--- config.mk ---
export PLATFORM = sky130hd
export DESIGN_NAME = jhonson2_cnt
export DESIGN_NICKNAME = d
export VERILOG_FILES = /design/src/rtl/jhonson2_pkg.sv /design/src/rtl/jhonson2_tick.sv /design/src/rtl/jhonson2_cnt.sv
export SDC_FILE = /design/constraint.sdc
export NUM_CORES = 1
export LEC_CHECK = 0
export ABC_AREA = 1
export CAP_MARGIN = 20
export CORE_AREA = 2 2 39 41
export CTS_CLUSTER_SIZE = 28
export DETAILED_ROUTE_END_ITERATION = 12
export DIE_AREA = 0 0 41 43
export SLEW_MARGIN = 0
export SYNTH_ARGS = -nofsm -noshare
export SYNTH_HDL_FRONTEND = slang
export SYNTH_SLANG_ARGS = --single-unit
--- constraint.sdc ---
create_clock -name clk -period 0.95 [get_ports clk]
set_input_delay 0.095 -clock clk [delete_from_list [all_inputs] [get_ports clk]]
set_output_delay 0.095 -clock clk [all_outputs]
set_load 0.02 [all_outputs]
--- src/rtl/jhonson2_pkg.sv ---
// rtl/jhonson2_pkg.sv - shared constants and helpers for the Johnson counter
//
// Purpose: holds the state width, reset state and the table of the eight
// legal twisted-ring states, plus small helpers used by the counter.
// Ports: none (package).

package jhonson2_pkg;

  localparam int STATE_W = 4;

  typedef logic [STATE_W-1:0] jstate_t;

  localparam jstate_t RESET_STATE = 4'b0000;

  localparam int NUM_LEGAL = 8;

  // Legal sequence in stepping order, starting from the reset state.
  localparam jstate_t LEGAL_STATES [NUM_LEGAL] = '{
    4'b0000,
    4'b0001,
    4'b0011,
    4'b0111,
    4'b1111,
    4'b1110,
    4'b1100,
    4'b1000
  };

  // True when s is one of the eight states the ring is allowed to visit.
  function automatic logic is_legal(input jstate_t s);
    logic hit;
    hit = 1'b0;
    for (int i = 0; i < NUM_LEGAL; i++) begin
      if (s == LEGAL_STATES[i]) begin
        hit = 1'b1;
      end
    end
    return hit;
  endfunction

  // One twisted-ring step: shift toward the MSB, inverted MSB enters at LSB.
  function automatic jstate_t johnson_shift(input jstate_t s);
    return {s[STATE_W-2:0], ~s[STATE_W-1]};
  endfunction

endpackage

--- src/rtl/jhonson2_tick.sv ---
// rtl/jhonson2_tick.sv - step prescaler for the Johnson counter
//
// Purpose: produces a one-cycle step enable every DIV_N clk cycles.
// Parameters: DIV_N - clk cycles per step (1..256).
// Ports:
//   clk   - clock, rising edge
//   n_rst - asynchronous reset, active HIGH despite the name
//   tick  - high on the cycle the counter should step

module jhonson2_tick #(
  parameter int DIV_N = 1
) (
  input  logic clk,
  input  logic n_rst,
  output logic tick
);

  // A one-bit counter is kept even for DIV_N=1: it sits at 0, which equals
  // the terminal value, so tick is constantly high without a special case.
  localparam int CW = (DIV_N > 1) ? $clog2(DIV_N) : 1;
  localparam logic [CW-1:0] LAST = CW'(DIV_N - 1);

  logic [CW-1:0] cnt;

  always_ff @(posedge clk or posedge n_rst) begin
    if (n_rst) begin
      cnt <= '0;
    end else if (cnt == LAST) begin
      cnt <= '0;
    end else begin
      cnt <= cnt + 1'b1;
    end
  end

  // Count starts at 0 after release, so the first tick lands on the
  // DIV_N-th rising edge.
  assign tick = (cnt == LAST);

endmodule

--- src/rtl/jhonson2_cnt.sv ---
// rtl/jhonson2_cnt.sv - 4-bit self-correcting Johnson counter
//
// Purpose: twisted-ring counter stepping once every DIV_N clk cycles; any
// state outside the eight-state ring is replaced by 0000 on the next step.
// Parameters: DIV_N - clk cycles per step (1..256).
// Ports:
//   clk     - clock, rising edge
//   n_rst   - asynchronous reset, active HIGH despite the name
//   result0 - counter bit 0 (LSB)
//   result1 - counter bit 1
//   result2 - counter bit 2
//   result3 - counter bit 3 (MSB)

module jhonson2_cnt #(
  parameter int DIV_N = 1
) (
  input  logic clk,
  input  logic n_rst,
  output logic result0,
  output logic result1,
  output logic result2,
  output logic result3
);

  import jhonson2_pkg::*;

  jstate_t q_reg;
  jstate_t q_next;
  logic    q_legal;
  logic    tick;

  jhonson2_tick #(
    .DIV_N (DIV_N)
  ) u_tick (
    .clk   (clk),
    .n_rst (n_rst),
    .tick  (tick)
  );

  // Off-ring states collapse to the reset state in a single step, so the
  // ring is re-entered at a known point.
  always_comb begin
    q_legal = is_legal(q_reg);
    q_next  = RESET_STATE;
    if (q_legal) begin
      q_next = johnson_shift(q_reg);
    end
  end

  always_ff @(posedge clk or posedge n_rst) begin
    if (n_rst) begin
      q_reg <= RESET_STATE;
    end else if (tick) begin
      q_reg <= q_next;
    end
  end

  assign result0 = q_reg[0];
  assign result1 = q_reg[1];
  assign result2 = q_reg[2];
  assign result3 = q_reg[3];

endmodule

Word-level counts from Yosys, hierarchy flattened
Index checks and enable logic that the tools add are counted.
{"block": "totals", "regBits": 5, "inputBits": 2, "output_inout_bits": 4, "wordCells": 22}
{"block": "classes", "n_addsub": 1, "eq_ne": 7, "n_mux": 10, "bitwise": 1, "reduce_logical": 1}
{"cell": "$eq A4 B4 Y1 const B", "count": 4}
{"cell": "$mux W1", "count": 9}
{"cell": "$eq A4 B1 Y1 const B", "count": 1}
{"cell": "$eq A4 B2 Y1 const B", "count": 1}
{"cell": "$eq A4 B3 Y1 const B", "count": 1}
{"cell": "$logic_not A4 Y1", "count": 1}
{"cell": "$mux W4", "count": 1}
{"cell": "$add A1 B1 Y1 const B", "count": 1}
{"cell": "$not A1 Y1", "count": 1}

Depth between registers and ports, before layout
Gate-level depths: netlist of the first run.
{"block": "logic_depth", "ltp_word": 10, "ltp_mapped": 4, "ltp_nobuf": 4}

Cells and area by module
Synthesis of the first run repeated with hierarchy kept, for this count alone.
{"block": "unflattened", "hier_cells": 35, "area_unflattened_um2": 235.2}
{"module": "jhonson2_cnt", "n_inst": 1, "cells_per_inst": 33, "area_per_inst_um2": 224.0, "seq_area_each_um2": 100.1}
{"module": "jhonson2_tick", "n_inst": 1, "cells_per_inst": 2, "area_per_inst_um2": 11.3, "seq_area_each_um2": 0.0}

Worst setup path after synthesis of the first run
OpenSTA, ideal clock, no wires.
{"block": "synth_timing", "path_type": "reg2reg", "from": "register q_reg[1]", "to": "register q_reg[3]", "arrival_ns": 0.826, "path_slack_ns": 0.047, "path_stages_with_launch": 5, "n_path_buf": 0, "path_cell_list": "dfrtp_1 > inv_1 > nand2_1 > nand3_2 > a21oi_1"}
{"block": "synth_between", "elab_chain_cells": 10}
{"item": "start, declared", "line": "jhonson2_cnt.sv:27", "rtl": "jstate_t q_reg;"}
{"item": "start signal, assigned", "line": "jhonson2_cnt.sv:54", "rtl": "q_reg <= q_next;"}
{"item": "$logic_not A4 Y1", "line": "jhonson2_pkg.sv:34", "rtl": "if (s == LEGAL_STATES[i]) begin"}
{"item": "$mux W1 (7 in series)", "line": "jhonson2_pkg.sv:34"}
{"item": "$mux W1 *", "line": "jhonson2_pkg.sv:34"}
{"item": "$mux W4 *", "line": "jhonson2_cnt.sv:45", "rtl": "if (q_legal) begin"}
{"item": "via q_next[3]", "line": "jhonson2_cnt.sv:28", "rtl": "jstate_t q_next;"}
The timed path passes the listed nets; every way through them passes the cells marked *.
A chain may end at the register's enable or synchronous reset.

Worst setup path after layout of the first run
{"block": "layout_timing", "from": "register q_reg[2]", "to": "register q_reg[3]"}
{"block": "layout_between", "elab_chain_cells": 10}
{"item": "$logic_not A4 Y1", "line": "jhonson2_pkg.sv:34"}
{"item": "$mux W1 (8 in series)", "line": "jhonson2_pkg.sv:34"}
{"item": "$mux W4 *", "line": "jhonson2_cnt.sv:45"}
{"item": "via q_next[3]", "line": "jhonson2_cnt.sv:28"}
Marked as above.

==> flow_summary_export.csv, run 1 <==
group,metric,value,unit
setup_path,path_class,"register to register",
power_and_ir_drop,p_leak,0.146,nW
sta,fmax,1100,MHz
global_route,grt_pass1_wl,607,um
setup_path,cp_num_buf_inv,2,
setup_path,rrSetupSlack,0.04,ns
setup_path,r2r-end,"q_reg[3]$_DFF_PP0_",
sta,rsz0062_at_grt,"false",
setup_path,cp_data_required_time,1.07,ns
floorplanning,die_w,41,um
logic_synthesis,synth_area_per_cell,8.70,um2
clock_tree,clk_latency,0.24,ns
clock_tree,cts_max_level,1,
cells_and_area,fin_nets,37,
sta,slew_viol_final,0,
cells_and_area,syn_to_final_growth,56.2,%
flow_run,maxCapViolCount,0,
drt,drtIter0Drc,4,
floorplanning,rows,14,
logic_synthesis,syn-num-nets,23,
cells_and_area,final_layout_size_suffix_gt1_share,51.5,%
clock_tree,post_cts_buffers,0,
logic_synthesis,syn_area,183,um2
power_and_ir_drop,vdd_ir_drop_max,0.000419,V
global_route,antenna_found_initial,0,
setup_path,slowest_stage,"dfrtp_1",
floorplanning,die_area,0.00176,mm2
placed_design,port_buffers,5,
cells_and_area,finalInstanceArea,285,um2
drt,post_drt_via_cell_ratio,3.51,
logic_synthesis,yosysUniqueCellTypes,11,
drt,routed_wl,410,um
setup_path,worstPathArrival,1.03,ns
logic_synthesis,ys_seq_area_share,54.8,%
global_route,gr-total-overflow,0,
setup_path,end_kind,"register",
setup_path,cp-endpoint,"q_reg[3]$_DFF_PP0_",
setup_path,crit_path_max_fanout,4,
placed_design,place_area,283,um2
logic_synthesis,yosysWarnings,0,
cells_and_area,fin_util,20.6,%
drt,drtAntennaViolNets,0,
placed_design,dp_hpwl,319,um
clock_tree,cts.sinks,4,
sta,finalCritPeriodShare,95.9,%
placed_design,gp_congestion,0.719,
clock_tree,cts_root_buffer,"clkbuf_4",
clock_tree,cts.clk_slew.worst_paths,0.04,ns
cells_and_area,fillers,155,
drt,firstDrtPassIters,2,
cells_and_area,antennaDiodeCount,0,
setup_path,path_depth,5,
logic_synthesis,synth_cells,21,
sta,tightestPinTransition,0.164,ns
clock_tree,cts_buffer_depth,2,
placed_design,dp_cells,46,
sta,finClkSkew,0.00565,ns
status,outcome,"finished, final reports clean",
sta,slew_headroom,89.1,%
setup_path,cpLargestDelayFamily,"flip-flops",
setup_path,critPathLaunchType,"register",
clock_tree,cts_tree,"built",
setup_path,path_cells,"buf_4, inv_2, nand2_1, nand3_2, a21oi_1",
logic_synthesis,synth_seq_cells,4,
floorplanning,initial_core_util,13.2,%
setup_path,crit_start,"q_reg[2]$_DFF_PP0_",
setup_path,critPathMaxStageDelay,0.37,ns
hold_path,hold_class,"input port to asynchronous set/reset pin",
drt,wl_met1,171,um
drt,drc_errors,0,
cells_and_area,fin_cells,49,
drt,wl_met3,22,um
clock_tree,numCtsBuffers,3,
drt,top_layer,"met4",
global_route,grt_usage,5.94,%
floorplanning,design.core.area,0.00138,mm2
floorplanning,pin_count,6,
sta,finalSetupViolations,0,
sta,fin_crit,0.911,ns
setup_path,r2r-start,"q_reg[2]$_DFF_PP0_",
global_route,grt_max_degree,6,
global_route,grt_pass1_vias,174,
power_and_ir_drop,power.density,1380,mW/mm2
clock_tree,ctsHoldBuffers,0,
cells_and_area,largest_register_ffs,4,
drt,drt-wirelength-per-cell,8.37,um
floorplanning,die_h,43,um
drt,wl_met2,210,um
sta,hold_viol,0,
drt,vias,172,
setup_path,reg2regPathDepth,5,
layout make-up:
cell class | count | area (um2) | area share, %
sequential | 4 | 100 | 35.1
inverter | 5 | 18.8 | 6.58
multi-input combinational | 12 | 63.8 | 22.4
timing repair buffer | 9 | 60.1 | 21.1
clock buffer | 3 | 22.5 | 7.89
tap | 16 | 20.0 | 7.02
metal layers:
metal	up-vias	GRT usage [%]
met2	3	7.50
met1	76	5.52
li1	91	-
met3	2	3.14
met5	-	0
met4	0	8.00
worst reg2reg max path, cell delays in order, from the launching register on:
cell	delay, ns
dfrtp_1	0.37
buf_4	0.14
inv_2	0.07
nand2_1	0.07
nand3_2	0.08
a21oi_1	0.07
synthesized netlist by cell type (all sizes together):
library cell / count / share of area, %
a21oi: 2 / 5.5
dfrtp: 4 / 55
inv: 5 / 10
nand2: 5 / 12
nand3: 2 / 8.2
nand4: 1 / 3.4
nor2: 1 / 2.1
o211ai: 1 / 4.1
kinds of logic after synthesis:
kind of cell	count (synthesis)	share of synthesized area [%]
AND/OR/NAND/NOR	9	25.3
buffers and inverters	5	10.3
AO/OA/AOI/OAI	3	9.59
flip-flops	4	54.8
cell usage in the layout (no fill, tap or decap), types with 2 or more instances in the layout:
master / instances
inv_2: 4
nand2_1: 4
buf_2: 4
buf_4: 4
dfrtp_1: 4
clkbuf_4: 3
a21oi_1: 2
how the worst min path moves through the flow:
stage | startpoint | endpoint | slack, ns
floorplan | n_rst | q_reg[0]$_DFF_PP0_ | -0.14
global placement | n_rst | q_reg[1]$_DFF_PP0_ | 0.30
detailed placement | n_rst | q_reg[1]$_DFF_PP0_ | 0.30
CTS | n_rst | q_reg[1]$_DFF_PP0_ | 0.04
global route | n_rst | q_reg[0]$_DFF_PP0_ | 0.08
finish | n_rst | q_reg[1]$_DFF_PP0_ | 0.04
per-stage QoR:
step	hold slack [ns]	total power, mW	setup WS, ns	setup TNS (ns)
after floorplan	-0.139	0.176	0.0469	0
after CTS	0.0433	0.399	0.000532	0
after detailed placement	0.298	0.181	-0.0950	-0.323
after global placement	0.300	0.182	-0.0690	-0.270
final	0.0416	0.392	0.0389	0
after global routing	0.0782	0.408	0.000968	0
where the power goes:
group / leakage, nW / switching [mW] / internal, mW
Sequential: 0.0513 / 0 / 0.171
Clock: 0.0138 / 0.0720 / 0.141
Combinational: 0.0812 / 0.00373 / 0.00384
Total: 0.146 / 0.0758 / 0.317
repair_timing:
action | CTS | global route
endpoints found under the setup margin | 6 | 4
hold endpoints to repair | 0 | 0
resized for setup | 17 | 2
pin swaps | 1 | 2
No activity file was read; power rests on OpenSTA's default activity.
==> run 2: changes to the inputs <==
--- a/config.mk
+++ b/config.mk
@@ -11,6 +11,7 @@
 export CTS_CLUSTER_SIZE = 28
 export DETAILED_ROUTE_END_ITERATION = 12
 export DIE_AREA = 0 0 41 43
+export HOLD_SLACK_MARGIN = 0.05
 export SLEW_MARGIN = 0
 export SYNTH_ARGS = -nofsm -noshare
 export SYNTH_HDL_FRONTEND = slang
==> flow_summary_export.csv, run 2 (same netlist as run 1, synthesis figures left out) <==
group,metric,value,unit
status,outcome,"finished, final reports clean",
setup_path,end_kind,"register",
floorplanning,pin_count,6,
sta,slew_viol_final,0,
sta,rsz0062_at_grt,"false",
cells_and_area,final_layout_size_suffix_gt1_share,50.0,%
drt,drc_errors,0,
setup_path,critPathMaxStageDelay,0.37,ns
cells_and_area,final_cell_mix,"4 x inv_2, 4 x nand2_1, 4 x buf_2, 4 x buf_4, 4 x dfrtp_1",
clock_tree,cts.clk_slew.worst_paths,0.04,ns
cells_and_area,fillers,154,
global_route,grt_max_degree,6,
placed_design,gp_congestion,0.719,
drt,vias,174,
sta,finalCritPeriodShare,95.9,%
sta,finalSetupViolations,0,
drt,drtIter0Drc,4,
clock_tree,cts_buffer_depth,2,
global_route,grt_pass1_vias,174,
hold_path,hold_class,"input port to asynchronous set/reset pin",
setup_path,r2r-end,"q_reg[3]$_DFF_PP0_",
floorplanning,rows,14,
flow_run,maxCapViolCount,0,
sta,tns,0,ns
global_route,grt_usage,5.94,%
drt,post_drt_via_cell_ratio,3.48,
floorplanning,initial_core_util,13.2,%
floorplanning,die_h,43,um
cells_and_area,antennaDiodeCount,0,
clock_tree,clk_latency,0.24,ns
setup_path,crit_path_max_fanout,4,
sta,tightestPinTransition,0.164,ns
clock_tree,cts_max_level,1,
sta,hold_viol,0,
setup_path,cp_data_required_time,1.07,ns
sta,finClkSkew,0.00565,ns
cells_and_area,fin_util,21.3,%
clock_tree,cts.sinks,4,
floorplanning,die_area,0.00176,mm2
cells_and_area,register_area,100,um2
clock_tree,cts_root_buffer,"clkbuf_4",
power_and_ir_drop,power.density,1340,mW/mm2
setup_path,rrSetupSlack,0.04,ns
setup_path,critPathLaunchType,"register",
clock_tree,post_cts_buffers,0,
drt,drtAntennaViolNets,0,
cells_and_area,largest_register_ffs,4,
cells_and_area,fin_cells,50,
clock_tree,numCtsBuffers,3,
global_route,gr-total-overflow,0,
setup_path,path_cells,"buf_4, inv_2, nand2_1, nand3_2, a21oi_1",
drt,drt-wirelength-per-cell,8.32,um
setup_path,reg2regPathDepth,5,
placed_design,dp_cells,46,
setup_path,r2r-start,"q_reg[2]$_DFF_PP0_",
sta,fmax,1100,MHz
setup_path,slowest_stage,"dfrtp_1",
cells_and_area,syn_to_final_growth,61.6,%
placed_design,place_area,283,um2
sta,slew_headroom,89.1,%
setup_path,path_class,"register to register",
setup_path,worstPathArrival,1.03,ns
sta,fin_crit,0.911,ns
placed_design,dp_hpwl,319,um
placed_design,port_buffers,5,
power_and_ir_drop,p_leak,0.150,nW
cells_and_area,finalInstanceArea,295,um2
global_route,grt_pass1_wl,607,um
global_route,antenna_found_initial,0,
drt,routed_wl,416,um
cells_and_area,multi_input_area,63.8,um2
cells_and_area,fin_nets,38,
power_and_ir_drop,vdd_ir_drop_max,0.000419,V
clock_tree,cts_tree,"built",
floorplanning,design.core.area,0.00138,mm2
drt,firstDrtPassIters,2,
floorplanning,die_w,41,um
## run 2: worst max path at each step
stage	from	endpoint	depth (start not counted)
final	q_reg[2]$_DFF_PP0_	q_reg[3]$_DFF_PP0_	5
after global routing	q_reg[0]$_DFF_PP0_	q_reg[3]$_DFF_PP0_	4
after CTS	q_reg[1]$_DFF_PP0_	q_reg[3]$_DFF_PP0_	5
after detailed placement	q_reg[2]$_DFF_PP0_	result2	1
after global placement	q_reg[1]$_DFF_PP0_	result1	1
after floorplan	q_reg[1]$_DFF_PP0_	q_reg[3]$_DFF_PP0_	4
## run 2: through the flow
stage / setup slack (ns) / hold WS (ns) / power (mW)
2_1_floorplan: 0.0469 / -0.139 / 0.176
3_3_place_gp: -0.0690 / 0.300 / 0.182
3_5_place_dp: -0.0950 / 0.298 / 0.181
4_1_cts: 0.000532 / 0.598 / 0.403
5_1_grt: 0.000968 / 0.634 / 0.411
6_report: 0.0389 / 0.598 / 0.396
## run 2: final cells by class
type / instances / area share [%]
Timing Repair Buffer: 10 / 23.7
Inverter: 5 / 6.36
Sequential cell: 4 / 33.9
Multi-Input combinational cell: 12 / 21.6
Tap cell: 16 / 6.78
Clock buffer: 3 / 7.63
## run 2: worst max-delay path: cells and delay by family (launching register included)
kind | cells | cell delay (ns)
DFF | 1 | 0.37
buffers and inverters | 2 | 0.21
and+or+nand+nor | 2 | 0.15
AOI/OAI and AO/OA | 1 | 0.07
## run 2: routing by layer
| layer | GRT usage (%) | vias to the layer above | share of wire, % |
|---|---|---|---|
| met5 | 0 | - | 0 |
| met4 | 8.00 | 0 | 1.4 |
| met3 | 3.14 | 2 | 5.0 |
| met2 | 7.50 | 3 | 50 |
| met1 | 5.52 | 76 | 43 |
| li1 | - | 93 | - |
## run 2: where the power goes
group	internal (mW)	leakage, nW	switching, mW
clock	0.141	0.0138	0.0720
sequential	0.171	0.0513	0
combinational	0.00651	0.0854	0.00428
## run 2: what timing repair did
item	4_1_cts	5_1_grt
hold endpoints to repair	4	0
setup endpoints to repair	6	4
pin swaps	1	2
hold buffers	1	0
resized for setup	17	2
==> RTL edit 1 (flow settings as in run 1) <==
The package constant `STATE_W` goes from 4 to 6.
--- a/src/rtl/jhonson2_pkg.sv
+++ b/src/rtl/jhonson2_pkg.sv
@@ -6,7 +6,7 @@
 
 package jhonson2_pkg;
 
-  localparam int STATE_W = 4;
+  localparam int STATE_W = 6;
 
   typedef logic [STATE_W-1:0] jstate_t;
 
Behaviour: not the same (Yosys sat finds a counterexample within 10 cycles, from zero or initial values and one cycle with n_rst high).
==> RTL edit 1 against run 1 <==
The run now ends with negative setup slack left. Routed wire length up 41%. Design area up 54%. Final cell count up 18%. Area after synthesis up 40%. Setup slack worse by 0.061 ns. Total power up 74%. Die area unchanged. Clock power up 12%. Sequential power up 65%. Sequential cell count up 2. Combinational power rose to 21 times the old value.
==> RTL edit 1: results <==
export IMPL_status="finished with violations"
export IMPL_violations="negative setup slack"
export IMPL_vias=218
export IMPL_worst_slack_ns=-0.0220
export IMPL_drive_above_1_share_pct=73.8
export IMPL_dp_hpwl_um=340
export IMPL_ys_types=9
export IMPL_p_seq_share_pct=41.3
export IMPL_setup_violations_final=3
export IMPL_nFillCells=150
export IMPL_wirelength_um=580
export IMPL_synth_area_leaders="dfrtp_1, nand3_2, inv_1"
export IMPL_synth_common_cells="dfrtp_1, inv_1, nand2_1, nor2_1, nand3_2"
export IMPL_place_area_um2=363
export IMPL_place_ws_ns=-0.0793
export IMPL_ir_worst_vdd_mv=0.697
export IMPL_met2_length_um=351
export IMPL_wl_met1_um=183
export IMPL_grt_met2_usage_pct=11.9
export IMPL_grt_pass1_wl_um=910
export IMPL_cp_max_fo=5
export IMPL_synth_compound_area_share_pct=0
export IMPL_seq_area_um2=150
export IMPL_grt_usage_pct=8.38
export IMPL_met1_usage_pct=8.82
export IMPL_cts_resized=25
export IMPL_gr_usage_met3_pct=4.71
-- RTL edit 1: changes by cell type in the layout (fill, tap and decap cells not counted), sizes merged --
cell / change
nand2: -1
nand4: -1
dfrtp: +2
conb: +1
nand3: +1
inv: +1
a21oi: -2
nor2: +4
o211ai: -1
buf: +5
-- RTL edit 1: through the flow --
| step | hold slack, ns | total power, mW | instances | TNS, ns |
|---|---|---|---|---|
| 4_1_cts | 0.0767 | 0.657 | 57 | -0.0453 |
| 3_5_place_dp | 0.335 | 0.416 | 51 | -0.371 |
| 6_report | 0.0567 | 0.683 | 58 | -0.0348 |
| 2_1_floorplan | -0.114 | 0.350 | 25 | 0 |
| 5_1_grt | 0.0996 | 0.722 | 58 | -0.255 |
| 3_3_place_gp | 0.339 | 0.414 | 51 | -0.275 |
-- RTL edit 1: layout make-up --
cell class              instances  share of cell area, %
repair buffers                 14                   25.7
clock buffers                   3                   5.14
flip-flops and latches          6                   34.3
well taps                      16                   4.57
inverters                       6                   7.43
multi-input cells              13                   22.9
==> RTL edit 2 (flow settings as in run 1) <==
Made on the original files. Reset style: synchronous (`n_rst`), changed in 2 clocked blocks. Comments in the files are not updated.
--- a/src/rtl/jhonson2_tick.sv
+++ b/src/rtl/jhonson2_tick.sv
@@ -22,7 +22,7 @@
 
   logic [CW-1:0] cnt;
 
-  always_ff @(posedge clk or posedge n_rst) begin
+  always_ff @(posedge clk) begin
     if (n_rst) begin
       cnt <= '0;
     end else if (cnt == LAST) begin
--- a/src/rtl/jhonson2_cnt.sv
+++ b/src/rtl/jhonson2_cnt.sv
@@ -47,7 +47,7 @@
     end
   end
 
-  always_ff @(posedge clk or posedge n_rst) begin
+  always_ff @(posedge clk) begin
     if (n_rst) begin
       q_reg <= RESET_STATE;
     end else if (tick) begin
Check against the original RTL: differs if n_rst is asserted again (counterexample within 4 cycles, from zero or initial values and one cycle with n_rst high); with n_rst held inactive, the same outputs for 10 cycles.
==> RTL edit 2 against run 1 <==
The flow now finishes with violations (negative setup slack). Sequential cell count up 1. Sequential share of layout area down 8.7 points. Non-clock buffer count up 3. First-iteration DRC count up 25%. Routed wire length up 31%. Area after synthesis up 25%. Clock skew down 0.0040 ns. Total power up 55%. Combinational power rose to 18 times the old value. Setup slack worse by 0.093 ns. Design area up 39%. Largest power group unchanged.
==> RTL edit 2: results <==
export IMPL_wire_per_inst_um=8.04
export IMPL_nFillCells=148
export IMPL_worst_slack_ns=-0.0545
export IMPL_status="finished with violations"
export IMPL_grt_usage_pct=7.73
export IMPL_synth_xor_area_share_pct=0
export IMPL_diodes=0
export IMPL_violations="negative setup slack"
export IMPL_critPathLaunchType="flop"
export IMPL_place_ws_ns=-0.0511
export IMPL_r2r_cells=6
export IMPL_drt_iter0_drc=5
export IMPL_seq_area_frac_synth_pct=43.7
export IMPL_io_buffers=5
export IMPL_antenna_found_initial=0
export IMPL_cts_htree_levels=1
export IMPL_ys_warn_count=0
export IMPL_hp_class="flop to flop"
export IMPL_clk_pin_slew_worst_paths_ns=0.04
export IMPL_synth_area_leaders="dfxtp_1, nand2_1, inv_1"
export IMPL_grt_max_degree=8
export IMPL_clock_skew_ns=0.00164
export IMPL_synth_common_cells="nand2_1, inv_1, dfxtp_1, a21oi_1, o21ai_0"
export IMPL_p_leak_nw=0.183
export IMPL_ir_worst_vdd_mv=0.639
export IMPL_gp_congestion=0.773
export IMPL_crit_reg2reg_launch="q_reg[2]"
export IMPL_firstDrtPassIters=4
export IMPL_slowest_delay_ns=0.31
export IMPL_drive_above_1_share_pct=49.0
export IMPL_whs_ns=0.512
export IMPL_timing_rr_end="q_reg[2]"
export IMPL_synth_net_count=37
export IMPL_dp_hpwl_um=375
export IMPL_setup_violations_final=4
export IMPL_largest_reg_flops=4
export IMPL_synth_top_family_by_area="simple AND/OR/NAND/NOR gates"
export IMPL_placed_cells=60
export IMPL_synthCells=35
export IMPL_synth_area_mux_share_pct=0
export IMPL_cts_root_buf="clkbuf_4"
export IMPL_finalHoldViolCount=0
export IMPL_cp_slowest_cell="dfxtp_2"
export IMPL_vias=263
export IMPL_critPathCaptureType="flop"
export IMPL_grt_pass1_wl_um=897
export IMPL_synth_compound_area_share_pct=17.5
export IMPL_cp_max_fo=4
export IMPL_synthArstFlopShare_pct=0
export IMPL_critPathArrivalTime_ns=1.17
export IMPL_ys_types=10
export IMPL_wirelength_um=539
export IMPL_nets=54
export IMPL_drv_slew=0
export IMPL_fin_tns_setup_ns=-0.0843
export IMPL_critPathTopFamily="flip-flops"
export IMPL_synthFlopType="dfxtp_1"
-- RTL edit 2: timing repair --
item,CTS,global route
pin swaps,2,6
setup buffers,2,1
gates resized for setup,12,9
endpoints found under the setup margin,6,6
-- RTL edit 2: stage by stage --
step / power (mW) / utilization, % / cell area (µm²)
3_3_place_gp: 0.349 / 24.1 / 334
5_1_grt: 0.664 / 28.8 / 398
3_5_place_dp: 0.350 / 24.1 / 334
6_report: 0.610 / 28.8 / 398
2_1_floorplan: 0.298 / - / 234
4_1_cts: 0.608 / 27.6 / 382
-- RTL edit 2: worst min-delay path: cells and delay by family, from the launching register on --
family / cells / cell delay, ns
buffers and inverters: 1 / 0.03
and+or+nand+nor: 1 / 0.06
DFF: 1 / 0.32
AOI/OAI and AO/OA: 1 / 0.07
-- RTL edit 2: cell families after synthesis --
family,count (synthesis)
flip-flops,5
AND/OR/NAND/NOR,15
buffers and inverters,6
other,1
AO/OA/AOI/OAI,8
-- RTL edit 2: worst min-delay path by stage --
stage,startpoint,endpoint,cells past startpoint
after floorplan,n_rst,q_reg[0],3
after global placement,u_tick.cnt,q_reg[0],3
after detailed placement,u_tick.cnt,q_reg[0],3
after CTS,n_rst,q_reg[0],4
after global routing,n_rst,q_reg[0],4
final,u_tick.cnt,q_reg[0],3
-- RTL edit 2: power breakdown --
group,total [mW],leakage (nW),internal (mW),switching (mW)
clock,0.237,0.0150,0.158,0.0783
sequential,0.234,0.0429,0.227,0.00665
combinational,0.140,0.125,0.0658,0.0741
total,0.610,0.183,0.451,0.159
-- RTL edit 2: cell type report --
class	instances	area, µm²	area share [%]
multi-input combinational	24	123	30.8
sequential	5	105	26.4
timing repair buffer	12	98.8	24.8
clock buffer	4	26.3	6.60
inverter	6	25.0	6.29
tap	16	20.0	5.03
-- RTL edit 2: routing by layer --
| layer | part of all wire [%] | GRT usage, % | up-vias |
|---|---|---|---|
| met2 | 57 | 11.3 | 2 |
| met4 | 0 | 9.33 | 0 |
| li1 | - | - | 139 |
| met3 | 2.0 | 1.57 | 0 |
| met5 | 0 | 0 | - |
| met1 | 41 | 7.72 | 122 |
